`src/rtl/str_fifo.sv`:
```
// rtl/str_fifo.sv - first-word-fall-through stream FIFO with fill-level status
module str_fifo #(
   parameter int DW    = 8,
   parameter int AW    = 4,
   parameter int AFULL = 12
) (
   input  logic          clk,
   input  logic          rst,
   input  logic [DW-1:0] idata,
   input  logic          ivalid,
   output logic          iready,
   output logic [DW-1:0] odata,
   output logic          ovalid,
   input  logic          oready,
   output logic [AW:0]   count,
   output logic          full,
   output logic          empty,
   output logic          almost_full
);

   localparam int DEPTH = 1 << AW;

   generate
      if (AW < 1 || AW > 12) begin : g_bad_aw
         $error("str_fifo: AW must be in 1..12");
      end
      if (AFULL < 1 || AFULL > DEPTH) begin : g_bad_afull
         $error("str_fifo: AFULL must be in 1..DEPTH");
      end
   endgenerate

   localparam logic [AW:0] DEPTH_W = (AW+1)'(DEPTH);
   localparam logic [AW:0] AFULL_W = (AW+1)'(AFULL);

   logic [DW-1:0] mem [DEPTH];
   logic [AW-1:0] wp;
   logic [AW-1:0] rp;
   logic [AW:0]   cnt;
   logic          ish;
   logic          osh;

   // Every status flag comes straight from the registered count, so iready
   // never looks at ivalid and ovalid never looks at oready.
   assign full        = (cnt == DEPTH_W);
   assign empty       = (cnt == '0);
   assign almost_full = (cnt >= AFULL_W);
   assign count       = cnt;
   assign iready      = ~full;
   assign ovalid      = ~empty;
   assign ish         = ivalid & iready;
   assign osh         = ovalid & oready;

   // Head word is read from storage; forced to zero while empty so reset
   // presents a clean output without having to clear the array.
   assign odata = empty ? '0 : mem[rp];

   // Storage write; contents are deliberately not reset.
   always_ff @(posedge clk) begin
      if (!rst && ish) begin
         mem[wp] <= idata;
      end
   end

   // Pointers wrap by natural AW-bit overflow; count tracks net occupancy.
   always_ff @(posedge clk) begin
      if (rst) begin
         wp  <= '0;
         rp  <= '0;
         cnt <= '0;
      end else begin
         if (ish) begin
            wp <= wp + 1'b1;
         end
         if (osh) begin
            rp <= rp + 1'b1;
         end
         case ({ish, osh})
            2'b10:   cnt <= cnt + 1'b1;
            2'b01:   cnt <= cnt - 1'b1;
            default: cnt <= cnt;
         endcase
      end
   end

endmodule

```
`config.mk`:
```
export PLATFORM = sky130hd
export DESIGN_NAME = str_fifo
export DESIGN_NICKNAME = d
export VERILOG_FILES = /design/src/rtl/str_fifo.sv
export SDC_FILE = /design/constraint.sdc
export NUM_CORES = 1
export LEC_CHECK = 0
export CORE_ASPECT_RATIO = 0.6
export CORE_MARGIN = 1.5
export CORE_UTILIZATION = 55
export CTS_CLUSTER_DIAMETER = 50
export DETAILED_ROUTE_END_ITERATION = 16
export GPL_ROUTABILITY_DRIVEN = 0
export PLACE_DENSITY = 0.83
export SLEW_MARGIN = 20
export SYNTH_ARGS = -nofsm -noshare
export SYNTH_HDL_FRONTEND = slang
export SYNTH_SLANG_ARGS = --single-unit
```
`constraint.sdc`:
```
create_clock -name clk -period 3.77 [get_ports clk]
set_input_delay 0.754 -clock clk [delete_from_list [all_inputs] [get_ports clk]]
set_output_delay 0.754 -clock clk [all_outputs]
set_load 0.005 [all_outputs]
```
==> flow_results.org <==
** Status
- Outcome :: finished, final reports clean

** Global route
- The via count of the first global-routing pass came to 3088.
- Entering global routing, the biggest net connects 33 pins.
- Global routing finished with a remaining overflow of 0.
- The initial antenna violation count came to 0.
- The first global-routing pass estimated ~17000 µm of wire.
- In the global route stage, overall resource usage came out at between 20% and 30%.

** Setup path
- CP arrival :: around 2.8 ns
- Worst path slowest cell :: or4_1
- At the worst endpoint, the required time is slightly above 3 ns.
- Worst Path Class, Setup :: register to primary output
- The startpoint identified for the worst register-to-register timing path is count[0].
- STA classifies the critical path endpoint as a primary output.
- Reg2reg path depth :: 9
- Number of buffers and inverters on the critical path :: 1
- Traced cell by cell, the critical path runs through or4_1 -> nor2_2 -> a211oi_1 -> clkdlybuf4s50_1.
- Grouping stages by cell kind, the critical path spends the most delay in simple AND/OR/NAND/NOR gates.
- The endpoint identified for the worst register-to-register timing path is count[4].
- STA classifies the critical path startpoint as a register.
- Flop-to-flop setup slack :: about 0.87 ns
- Largest stage delay, worst path :: between 0.7 and 0.8 ns
- Largest driver fanout on the critical path :: 10

** Clock tree
- Clock latency on the worst-skew pair, taken at its later pin, is 0.42 ns.
- Number of buffers added for setup after CTS :: 0
- Counting along the longest clock path gives a buffer depth of 2.
- The H-tree was split into 4 levels.
- Post-CTS clock slew at the launch and capture registers of the worst setup and hold paths :: 0.06 ns
- TritonCTS created 17 clock buffers.
- Clock Tree Root :: clkbuf_16
- # hold bufs at CTS :: 0
- CTS tree :: done
- # resized after CTS :: 0
- CTS saw about 150 sinks.

** STA
- Final Hold Violating Endpoints :: 0
- Post-route setup TNS :: 0 ns
- Tightest Pin Transition :: between 1 and 1.5 ns
- Of the available clock period, the critical path in the final layout requires between 90% and 100%.
- Setup repair after global routing left no endpoint under its margin.
- Across all hold checks on the routed design, the worst slack comes to roughly 0.53 ns.
- Upper clock frequency limit :: between 200 and 300 MHz
- Headroom to the max-slew limit came out at 32.59%.
- Setup violations remaining at the end of the flow were counted as 0.
- The clock arrives with slightly below 0.007 ns of skew.
- Subtracting the final worst setup slack from the clock period gives between 3 and 4 ns.
- The number of pins exceeding their max-slew limit in the final report was 0.

** Power
- Clock group share of total power :: 35.7%
- Of the total power, the share spent switching nets is a little over a quarter.
- Worst vdd ir :: 0.0004308 V
- Summed over all cells, the static leakage comes to between 2 and 2.5 nW.
- Cell internal power dissipation :: 3.248 mW
- Sw power :: 1.156 mW
- The completed layout was analyzed and its total power is about 4.4 mW.
- The share of total power dissipated in combinational logic is a little over a fifth.
- Power spread over the standard cell area amounts to 639.2 mW/mm².
- Reg power frac :: 42.3%

** Final layout
- Area Growth Syn to Fin :: 16.70%
- Of the cells placed in the final design, the portion with a size suffix greater than 1 is roughly a fifth.
- Layout Cell Area excl Fill :: slightly below 0.007 mm²
- In the final design database the tool counted between 300 and 400 nets.
- After filler insertion, the fill cell instance count of the layout stands at between 700 and 800.
- The repair_antennas step left the layout with diodes totalling 0.
- End-of-flow core utilization :: between 60% and 70%

** Floorplanning
- The die covers between 0.01 and 0.015 mm².
- Measured along the y axis, the die boundary spans between 80 and 90 µm.
- Die width :: approximately 140 µm
- In this run the standard cell core region covers 0.01052 mm².
- Row generation in the floorplan step produced 29 rows.
- Pin placement for this block handled 30 I/O pins.
- For this configuration, the core starts out at a cell density of between 50% and 60%.

** Logic synthesis
- The number of nets handed over by synthesis was between 300 and 400.
- Warning count from the yosys run :: 0
- The mapped netlist covers around 0.0059 mm².
- Number of synthesized register bits :: between 100 and 150
- In the synthesized netlist, the number of instances is 328.
- In this run, distinct cell masters in the synthesized netlist total 35.
- Mean Syn Cell Area :: roughly 18 µm²
- Share of synthesized area occupied by flip-flops and latches :: between 70% and 80%

** Route
- Dividing the detail-routed via count by the number of cells gives between 5 and 6.
- Mean routed wirelength per cell :: approximately 21 µm
- The count of nets left with antenna violations once routing finished came out at 0.
- Number of vias in the routed layout :: ~3000
- Router iterations before antenna repair :: 5
- Detailed Route WL :: around 11000 µm
- After detailed routing, the number of remaining DRC violations is 0.
- First-iteration detailed-routing DRC count :: around 290

** Hold path
- For hold timing, the worst endpoint is rp[3].
- Min-Delay Path Depth :: 2
- Hold crit path type :: register to register
- The startpoint identified for the worst hold timing path is rp[3].

** Run
- The tool flagged a number of max-cap violations equal to 0.

** Place
- In this run the tool buffered the top-level ports with 29 buffer cells.
- Once detailed placement completed, the half-perimeter wirelength came to 6858 µm.
- Placement Cell Area :: about 0.0063 mm²
[cells in the final DEF (no fill, tap or decap), types with 6 or more instances in the layout]
| master | n |
|---|---|
| mux2i_1 | 11 |
| xor2_1 | 7 |
| buf_4 | 7 |
| clkbuf_16 | 17 |
| nor2_1 | 34 |
| dfxtp_1 | 16 |
| nand2_1 | 8 |
| mux4_2 | 32 |
| nor2b_1 | 9 |
| ha_1 | 9 |
| a211oi_1 | 16 |
| edfxtp_1 | 128 |
| clkdlybuf4s50_1 | 29 |
| clkinv_1 | 6 |
| inv_1 | 10 |
[cell usage after synthesis, drive strengths merged]
cell type	n	area [µm²]
edfxtp	128	3844
nor2	35	133.9
mux4	32	720.7
dfxtp	17	340.3
a211oi	16	120.1
buf	12	78.82
mux2i	11	110.1
inv	10	37.54
ha	9	112.6
nor2b	9	56.30
nand2	8	30.03
xor2	7	61.31
clkbuf	6	23.77
and3	5	31.28
a21oi	4	20.02
o211ai	4	43.79
nor4	2	12.51
or3	2	12.51
a21boi	1	11.26
a21o	1	7.510
fa	1	20.02
mux2	1	11.26
nand2b	1	6.260
nand3b	1	7.510
nor3b	1	7.510
nor4bb	1	10.01
o21ai	1	16.27
or4	1	7.510
xnor2	1	8.760
[logic make-up after synthesis]
logic type	count (synthesis)	synth area share [%]
flops	145	70.88
simple gates	66	5.341
xor+xnor	8	1.187
compound gates	27	3.709
fa+ha+maj	10	2.247
buf+inv	28	2.374
mux	44	14.26
[per-stage QoR]
stage / setup WS [ns] / instances
2_1_floorplan: 1.131 / 328
3_3_place_gp: 0.6218 / 486
3_5_place_dp: 0.5320 / 486
4_1_cts: 0.2179 / 518
5_1_grt: 0.1174 / 518
6_report: 0.2046 / 518
[metal layers]
metal / part of all wire, % / routed length (µm) / track usage, %
met3: 6.0 / 643 / 6.105
met5: 0 / 0 / 0
met2: 47 / 5014 / 30.56
met4: 0.82 / 88 / 5.803
met1: 47 / 5012 / 31.17
[how the worst max path moves through the flow]
stage | from | endpoint | slack [ns] | cells after the start
after global routing | count[0] | odata[2] | 0.12 | 4
after detailed placement | ivalid | count[4] | 0.53 | 10
after CTS | count[0] | odata[2] | 0.22 | 4
final | count[0] | odata[2] | 0.20 | 4
after global placement | ivalid | count[4] | 0.62 | 10
after floorplan | ivalid | count[4] | 1.13 | 9
[cell type report]
type / instances / area, µm² / share of cell area [%]
Timing Repair Buffer: 37 / 362.8 / 5.267
Multi-Input combinational cell: 155 / 1579 / 22.92
Clock buffer: 18 / 429.2 / 6.230
Sequential cell: 145 / 4185 / 60.75
Tap cell: 139 / 173.9 / 2.525
Inverter: 10 / 37.54 / 0.5449
Clock inverter: 14 / 121.4 / 1.762
[worst reg2reg max path: cells and delay by family (launching register included)]
kind | cells | cell delay, ns
AND/OR/NAND/NOR | 2 | 0.79
adder cells (fa/ha/maj) | 2 | 0.60
multiplexers | 2 | 0.56
AO/OA/AOI/OAI | 2 | 0.39
flip-flops | 1 | 0.37
buffers and inverters | 1 | 0.06
[flip-flops by register name, indices dropped and copies added, names as in the netlist, named ones only]
| name | cells |
|---|---|
| mem | 128 |
| rp | 4 |
| wp | 4 |
| count | 5 |
[power groups by stage]
stage | combinational (mW) | clock (mW) | sequential [mW]
after floorplan | 0.602 | 0 | 1.87
after global placement | 0.940 | 0 | 1.89
after detailed placement | 0.962 | 0 | 1.89
after CTS | 0.974 | 1.58 | 1.86
after global routing | 1.06 | 1.65 | 1.87
final | 0.967 | 1.57 | 1.86
Note: power is estimated with default switching activity, not from simulation.
